[src/rtl/lsu_pkg.sv]
// ============================================================================
// Module  : lsu_pkg
// Brief   : Shared funct3 codes, FSM states, dmem lane codes and merge helpers.
// Revision: 1.0
// ============================================================================
`default_nettype none

package lsu_pkg;

  localparam logic [2:0] F3_B  = 3'b000;
  localparam logic [2:0] F3_H  = 3'b001;
  localparam logic [2:0] F3_W  = 3'b010;
  localparam logic [2:0] F3_BU = 3'b100;
  localparam logic [2:0] F3_HU = 3'b101;

  localparam logic [3:0] WMEM_NONE = 4'b0000;
  localparam logic [3:0] WMEM_WORD = 4'b1111;
  localparam logic [4:0] RMEM_NONE = 5'b00000;
  localparam logic [4:0] RMEM_WORD = 5'b01111;

  typedef enum logic [2:0] {
    S_IDLE   = 3'd0,
    S_LOAD   = 3'd1,
    S_RMW_RD = 3'd2,
    S_RMW_WR = 3'd3,
    S_STORE  = 3'd4,
    S_RESP   = 3'd5
  } lsu_state_e;

  function automatic logic [31:0] lane_mask(input logic [3:0] lanes);
    return {{8{lanes[3]}}, {8{lanes[2]}}, {8{lanes[1]}}, {8{lanes[0]}}};
  endfunction

  // Store bytes start at wdata[7:0] and slide up to the first selected lane.
  function automatic logic [31:0] merge_word(input logic [31:0] old_w,
                                             input logic [31:0] wdata,
                                             input logic [3:0]  lanes,
                                             input logic [1:0]  off);
    logic [31:0] mask;
    logic [31:0] shifted;
    mask    = lane_mask(lanes);
    shifted = wdata << {off, 3'b000};
    return (old_w & ~mask) | (shifted & mask);
  endfunction

endpackage

`default_nettype wire

[src/rtl/lsu_lane_decode.sv]
// ============================================================================
// Module  : lsu_lane_decode
// Brief   : funct3 + byte offset -> dmem lane set, sign flag and error flag.
// Revision: 1.0
// ============================================================================
`default_nettype none

module lsu_lane_decode
  import lsu_pkg::*;
(
  input  logic       we,
  input  logic [2:0] funct3,
  input  logic [1:0] off,
  output logic [3:0] lanes,
  output logic       is_signed,
  output logic       err
);

  always_comb begin
    lanes     = 4'b0000;
    is_signed = 1'b0;
    err       = 1'b0;
    case (funct3)
      F3_B: begin
        lanes     = 4'b0001 << off;
        is_signed = ~we;
      end
      F3_BU: begin
        lanes = 4'b0001 << off;
        err   = we;
      end
      F3_H: begin
        lanes     = 4'b0011 << off;
        is_signed = ~we;
        err       = off[0];
      end
      F3_HU: begin
        lanes = 4'b0011 << off;
        err   = we | off[0];
      end
      F3_W: begin
        lanes = 4'b1111;
        err   = (off != 2'b00);
      end
      default: err = 1'b1;
    endcase
    if (err) begin
      lanes     = 4'b0000;
      is_signed = 1'b0;
    end
  end

endmodule

`default_nettype wire

[src/rtl/lsu_ctrl.sv]
// ============================================================================
// Module  : lsu_ctrl
// Brief   : Load/store initiator for dmem; sub-word stores use read-modify-write.
// Revision: 1.0
// ============================================================================
`default_nettype none

module lsu_ctrl #(
  parameter int ADDR_W = 12
) (
  input  logic        clk,
  input  logic        rst,
  input  logic        req_valid,
  output logic        req_ready,
  input  logic        req_we,
  input  logic [2:0]  req_funct3,
  input  logic [31:0] req_addr,
  input  logic [31:0] req_wdata,
  output logic        resp_valid,
  output logic        resp_err,
  output logic [31:0] resp_rdata,
  output logic [3:0]  mem_wmem,
  output logic [4:0]  mem_rmem,
  output logic [31:0] mem_addr,
  output logic [31:0] mem_store_data,
  input  logic [31:0] mem_load_data
);
  import lsu_pkg::*;

  lsu_state_e  state_q, state_d;
  logic [3:0]  lanes_q, lanes_d;
  logic [1:0]  off_q, off_d;
  logic [31:0] wdata_q, wdata_d;
  logic        resp_valid_q, resp_valid_d;
  logic        resp_err_q, resp_err_d;
  logic [31:0] resp_rdata_q, resp_rdata_d;
  logic [3:0]  mem_wmem_q, mem_wmem_d;
  logic [4:0]  mem_rmem_q, mem_rmem_d;
  logic [31:0] mem_addr_q, mem_addr_d;
  logic [31:0] mem_store_data_q, mem_store_data_d;

  logic [3:0]  dec_lanes;
  logic        dec_signed;
  logic        dec_err;
  logic        unused_addr_hi;

  assign unused_addr_hi = ^req_addr[31:ADDR_W+2];

  lsu_lane_decode u_decode (
    .we        (req_we),
    .funct3    (req_funct3),
    .off       (req_addr[1:0]),
    .lanes     (dec_lanes),
    .is_signed (dec_signed),
    .err       (dec_err)
  );

  always_comb begin
    state_d          = state_q;
    lanes_d          = lanes_q;
    off_d            = off_q;
    wdata_d          = wdata_q;
    mem_addr_d       = mem_addr_q;
    resp_valid_d     = 1'b0;
    resp_err_d       = 1'b0;
    resp_rdata_d     = 32'h0;
    mem_wmem_d       = WMEM_NONE;
    mem_rmem_d       = RMEM_NONE;
    mem_store_data_d = 32'h0;
    case (state_q)
      S_IDLE: begin
        if (req_valid) begin
          lanes_d    = dec_lanes;
          off_d      = req_addr[1:0];
          wdata_d    = req_wdata;
          mem_addr_d = {{(32-ADDR_W){1'b0}}, req_addr[ADDR_W+1:2]};
          if (dec_err) begin
            state_d      = S_RESP;
            resp_valid_d = 1'b1;
            resp_err_d   = 1'b1;
          end else if (!req_we) begin
            state_d    = S_LOAD;
            mem_rmem_d = {dec_signed, dec_lanes};
          end else if (dec_lanes == 4'b1111) begin
            state_d          = S_STORE;
            mem_wmem_d       = WMEM_WORD;
            mem_store_data_d = req_wdata;
          end else begin
            state_d    = S_RMW_RD;
            mem_rmem_d = RMEM_WORD;
          end
        end
      end
      S_LOAD: begin
        state_d      = S_RESP;
        resp_valid_d = 1'b1;
        resp_rdata_d = mem_load_data;
      end
      // Full-word rewrite because dmem zero-fills lanes not named in wmem.
      S_RMW_RD: begin
        state_d          = S_RMW_WR;
        mem_wmem_d       = WMEM_WORD;
        mem_store_data_d = merge_word(mem_load_data, wdata_q, lanes_q, off_q);
      end
      S_RMW_WR, S_STORE: begin
        state_d      = S_RESP;
        resp_valid_d = 1'b1;
      end
      S_RESP:  state_d = S_IDLE;
      default: state_d = S_IDLE;
    endcase
  end

  always_ff @(posedge clk) begin
    if (rst) begin
      state_q          <= S_IDLE;
      lanes_q          <= 4'b0000;
      off_q            <= 2'b00;
      wdata_q          <= 32'h0;
      resp_valid_q     <= 1'b0;
      resp_err_q       <= 1'b0;
      resp_rdata_q     <= 32'h0;
      mem_wmem_q       <= WMEM_NONE;
      mem_rmem_q       <= RMEM_NONE;
      mem_addr_q       <= 32'h0;
      mem_store_data_q <= 32'h0;
    end else begin
      state_q          <= state_d;
      lanes_q          <= lanes_d;
      off_q            <= off_d;
      wdata_q          <= wdata_d;
      resp_valid_q     <= resp_valid_d;
      resp_err_q       <= resp_err_d;
      resp_rdata_q     <= resp_rdata_d;
      mem_wmem_q       <= mem_wmem_d;
      mem_rmem_q       <= mem_rmem_d;
      mem_addr_q       <= mem_addr_d;
      mem_store_data_q <= mem_store_data_d;
    end
  end

  assign req_ready      = (state_q == S_IDLE);
  assign resp_valid     = resp_valid_q;
  assign resp_err       = resp_err_q;
  assign resp_rdata     = resp_rdata_q;
  assign mem_wmem       = mem_wmem_q;
  assign mem_rmem       = mem_rmem_q;
  assign mem_addr       = mem_addr_q;
  assign mem_store_data = mem_store_data_q;

endmodule

`default_nettype wire
[config.mk]
export PLATFORM = sky130hd
export DESIGN_NAME = lsu_ctrl
export DESIGN_NICKNAME = d
export VERILOG_FILES = /design/src/rtl/lsu_pkg.sv /design/src/rtl/lsu_lane_decode.sv /design/src/rtl/lsu_ctrl.sv
export SDC_FILE = /design/constraint.sdc
export NUM_CORES = 1
export LEC_CHECK = 0
export CORE_MARGIN = 5
export CORE_UTILIZATION = 47
export CTS_BUF_LIST = sky130_fd_sc_hd__clkbuf_16
export CTS_CLUSTER_DIAMETER = 40
export DETAILED_ROUTE_END_ITERATION = 7
export GPL_TIMING_DRIVEN = 0
export PLACE_DENSITY = 0.92
export SYNTH_ARGS = -nofsm -noshare
export SYNTH_HDL_FRONTEND = slang
export SYNTH_SLANG_ARGS = --single-unit
[constraint.sdc]
create_clock -name clk -period 5.2 [get_ports clk]
set_clock_uncertainty 0.2 [all_clocks]
set_input_delay 0.78 -clock clk [delete_from_list [all_inputs] [get_ports clk]]
set_output_delay 0.78 -clock clk [all_outputs]
set_load 0.01 [all_outputs]
# --- After elaboration in Yosys (flattened, before gate mapping) ---
# Cells that the tools add are included.
word_totals:
  mem_count: 0
  regBits: 128
  latch_bits: 0
  romBits: 0
  inputBits: 103
  ramBits: 0
classes:
  mul: 0
  add_sub_neg: 0
  n_mux: 24
  eq_ne: 10
  bitwise: 9
  n_shift: 3
  reduce_logical: 11
  magnitude_cmp: 0
  div_mod_pow: 0
op_table:
  columns: ["op", "n"]
  rows:
  - ["32-bit two-way mux", 4]
  - ["32-bit AND", 2]
  - ["32-bit one-hot mux with 2 select lines", 1]
  - ["32-bit NOT", 1]
  - ["32-bit OR", 1]
  - ["32-bit by 5-bit left shift with 32-bit output", 1]
  - ["4-bit two-way mux", 6]
  - ["3-bit two-way mux", 4]
  - ["4-bit one-hot mux with 3 select lines", 1]
  - ["2-bit OR reduction", 5]
  - ["3-bit by 2-bit equality test with 1-bit output, second input constant", 3]
  - ["3-bit equality test, second input constant", 3]
  - ["3-bit one-hot mux with 3 select lines", 1]
  - ["4-bit one-hot mux with 2 select lines", 1]
  - ["3-bit by 1-bit equality test with 1-bit output, second input constant", 2]
  - ["3-bit logical NOT", 2]
  - ["5-bit two-way mux", 1]
  - ["1-bit one-hot mux with 5 select lines", 1]
  - ["4-bit equality test, second input constant", 1]
  - ["1-bit NOT", 4]
  - ["4-bit OR reduction", 1]
  - ["1-bit by 2-bit left shift with 4-bit output, first input constant", 1]
  - ["2-bit by 2-bit left shift with 4-bit output, first input constant", 1]
  - ["1-bit two-way mux", 3]
  - ["other kinds (6)", 6]

# --- Depth between registers and ports, before layout ---
depth:
  word_depth: 10
  mapped_depth: 7
  depth_no_buf: 4

# --- Cells and area by module ---
# From an unflattened synthesis, not the netlist that was laid out.
hier_totals:
  hier_cells: 565
  hier_area_um2: 5241.3
by_module_without_submodules:
  columns: ["mod", "seq_area_each_um2", "n_inst", "area_per_inst_um2", "cells_per_inst"]
  rows:
  - ["lsu_ctrl", 2502.4, 1, 5108.6, 546]
  - ["lsu_lane_decode", 0.0, 1, 132.6, 19]

# --- Least setup slack after synthesis ---
# No wires, ideal clock.
synth_timing:
  kind: "input to register"
  start: "input port req_addr[0]"
  end: "register mem_store_data_q[29] (netlist: mem_store_data[29])"
  n_path_buf: 3
  setup_ns: 0.075
  slack_ns: 2.798
  cell_stages: 7
  t_required_ns: 4.925
  arrival_time_ns: 2.128
  path_cell_list: "clkbuf_1 or3_1 clkbuf_1 nor4_4 buf_6 nand2_1 o21ai_0"
synth_between:
  elab_chain_cells: 9
  elab_cells_between_ends: 13
synth_lines:
  columns: ["element", "line", "rtl"]
  rows:
  - ["from (decl)", "lsu_ctrl.sv:17", "input logic [31:0] req_addr,"]
  - ["2-bit by 2-bit left shift with 4-bit output, or another cell as far along", "lsu_lane_decode.sv:33, lsu_lane_decode.sv:38", null]
  - ["4-bit one-hot mux with 3 select lines or 1-bit one-hot mux with 5 select lines (tied branches)", "lsu_lane_decode.sv:23", "case (funct3)"]
  - ["4-bit two-way mux", "lsu_lane_decode.sv:47", "if (err) begin"]
  - ["4-bit equality test", "lsu_ctrl.sv:84", "end else if (dec_lanes == 4'b1111) begin"]
  - ["32-bit two-way mux", "lsu_ctrl.sv:84", null]
  - ["32-bit two-way mux", "lsu_ctrl.sv:81", "end else if (!req_we) begin"]
  - ["32-bit two-way mux *", "lsu_ctrl.sv:77", "if (dec_err) begin"]
  - ["32-bit two-way mux *", "lsu_ctrl.sv:72", "if (req_valid) begin"]
  - ["32-bit one-hot mux with 2 select lines *", "lsu_ctrl.sv:70", "case (state_q)"]
  - ["to (signal assigned)", "lsu_ctrl.sv:138", "mem_store_data_q <= mem_store_data_d;"]
  - ["to (decl)", "lsu_ctrl.sv:40", "logic [31:0] mem_store_data_q, mem_store_data_d;"]
# Mark *: on every way between the ends. The rest lies on a longest branch, timed or not.
# A chain may end at the register's enable or synchronous reset.

# --- Worst setup path after layout ---
layout_timing:
  start: "input port rst"
  end: "register resp_rdata_q[26] (netlist: resp_rdata[26])"
layout_between:
  elab_chain_cells: 1
layout_lines:
  columns: ["element", "line", "rtl"]
  rows:
  - ["from (decl)", "lsu_ctrl.sv:12", "input logic rst,"]
  - ["2-bit OR reduction (no source line)", null, null]
  - ["to (signal assigned)", "lsu_ctrl.sv:134", "resp_rdata_q <= resp_rdata_d;"]
  - ["to (decl)", "lsu_ctrl.sv:36", "logic [31:0] resp_rdata_q, resp_rdata_d;"]
# Every way passes these cells.

==> reports/results.ini <==
[logic_synthesis]
synthesis.area_sq_um = 5180
synth.distinct_cells = 40
ys_seq_elements = 125
syn-instance-count = 605
synthTopCellsByCount = nand2_1 (133), dfxtp_1 (125), a21oi_1 (60), mux2i_1 (40), clkbuf_1 (34)
yosys.area.top_type = dfxtp_1
ys_seq_area_share_pct = 48.3
synth_top_area_share_pct = 48.3
syn_area_per_cell_sq_um = 8.56
yosysWarnings = 0
ys_async_sr_fraction_pct = 0
synth_ff_type = dfxtp_1
synth.top_cells.by_area = dfxtp_1 (48%), nand2_1 (9.6%), mux2i_1 (7.7%)
synth_edf_count = 0
synth_most_common_cell = nand2_1

[die]
rows = 38
start_util_pct = 47.8
core_sq_um = 10800
design.die.area_sq_um = 13200
pin_count = 211
die_w_microns = 115
fp.dieH_microns = 115

[sta]
fmax_mhz = 310
finalHoldViolations = 0
relSlewSlack_pct = -0.908
worstMarginPinSlew_ps = 1490
finalCritPeriodShare_pct = 62.0
finalMaxSlewViolations = 1
holdWs_ps = 252
grt_setup_unrepaired = no
setup_viol = 0
min_period_ps = 3220
finalSetupTns_ps = 0

[place]
numPortBuffers = 168
hpwl_mm = 11.6
dp_cells = 932
placed_area_sq_um = 7110
gp_congestion = 0.904

[cells_and_area]
multiInputGateArea_sq_um = 2330
fin_area_sq_um = 7690
fill_cells = 798
fin_nets = 914
fin_cells = 964
area_delta_synth_final_pct = 48.5
seqCellArea_sq_um = 2500
drive_gt1_share_pct = 7.52
antenna_cells = 0

[routing]
via_per_inst = 5.15
vias = 4969
wl_per_cell_microns = 16.3
drc = 0
totalWireLength_mm = 15.7
drt_iter0_markers = 329
dr.pass1.iters = 5
antenna_left = 0

[pwr]
ir_drop_v = 0.000244
leakage_nw = 2.86
power_density_nw_per_um2 = 335

[worst_setup_path]
cp-start-kind = input pin
worstPathMaxFanout = 10
required_ps = 5350
endpoint_kind = flop
arrival_ps = 3370
path_class = in -> reg

[cts]
cts_buffers = 17
cts_resized = 0
clockBufferDepth = 2
cts_tree = done
clkTransAtPathRegs_ps = 50
clk_latency_ps = 410
post-cts-setup-buffer-count = 0
cts_htree_levels = 4
postCtsHoldBufs = 0
cts_sinks = 125
cts-root-buf = clkbuf_16

[grt]
grt_max_degree = 17
track_usage_pct = 23.3
grt_pass1_vias = 4888
antenna_found_initial = 0
grt_pass1_wl_mm = 24.2
overflow = 0

[status]
violations = capacitance limit, slew limit
status = complete, but fails checks

[job]
maxCapViolCount = 1

[min_path]
hp-class = reg -> reg

-- kinds of logic after synthesis --
family          Yosys count  synth area share (%)
flops                   125                  48.3
mux                      40                  7.73
simple gates            229                  21.6
buf+inv                  80                  8.00
compound gates          129                  14.2
other cells               1                0.0724
xor+xnor                  1                 0.169
-- where the power goes --
| part | internal [mW] | switching (mW) | total [mW] |
|---|---|---|---|
| clock network | 0.741 | 0.428 | 1.17 |
| registers | 1.00 | 0.0254 | 1.03 |
| logic | 0.181 | 0.192 | 0.373 |
-- stage by stage --
step | util, % | total power, mW | worst slack, ps
after floorplan | - | 1.24 | 2800
after global placement | 65.6 | 1.41 | 1840
after detailed placement | 65.6 | 1.42 | 1760
after CTS | 70.9 | 2.57 | 2170
after global routing | 70.9 | 2.65 | 2010
final | 70.9 | 2.57 | 1980
-- state kept, by name (all words and copies together), names as in the netlist --
name,flops
resp_valid,1
mem_rmem,5
resp_err,1
mem_addr,12
mem_wmem,1
state_q,3
resp_rdata,32
mem_store_data,32
lanes_q,4
wdata_q,32
off_q,2
-- placed cells by master, fill, tap and decap left out, types with 4 or more instances in the layout --
cell type and n:
clkinvlp_4 5, nand3b_1 10, inv_1 14, nand2_1 133, a21oi_1 60, nor2_1 7, o21a_1 4, o22ai_1 10
o21ai_0 31, nor3_1 4, mux2i_1 40, buf_4 23, conb_1 20, dfxtp_1 125, and3_1 8, nand3_1 11
nor2b_1 9, clkbuf_1 34, buf_1 4, clkbuf_16 17, buf_2 4, and2_1 33, o211ai_1 16, clkdlybuf4s50_1 168
-- area by class of cell --
cell class	instances	share of cell area (%)
inverter	12	0.586
clock inverter	15	2.03
sequential	125	32.5
buffer	68	4.80
clock buffer	17	5.53
timing repair buffer	168	21.9
multi-input combinational	419	30.4
tap	140	2.28
-- worst paths after layout --
check,depth (start not counted),slack (ps),endpoint,start
worst max-delay path,5,1980,resp_rdata[26],rst
worst min register to register,2,250,mem_addr[8],mem_addr[8]
worst min-delay path,2,250,mem_addr[8],mem_addr[8]
worst max register to register,4,2520,resp_rdata[26],state_q[1]
-- per-layer routing --
metal	vias up	part of all wire, %	wire [microns]	track usage, %
met5	-	0	0	0
met3	31	9.5	1490	6.95
met2	227	48	7480	38.2
li1	2417	-	-	-
met1	2294	40	6350	28.1
met4	0	2.6	411	10.7
-- worst max-delay path: stages --
cell             delay [ps]
clkdlybuf4s50_1         410
clkbuf_1                260
nor4b_1                1250
clkbuf_1                460
and2_1                  200
Power figures use the tool's default switching activity.
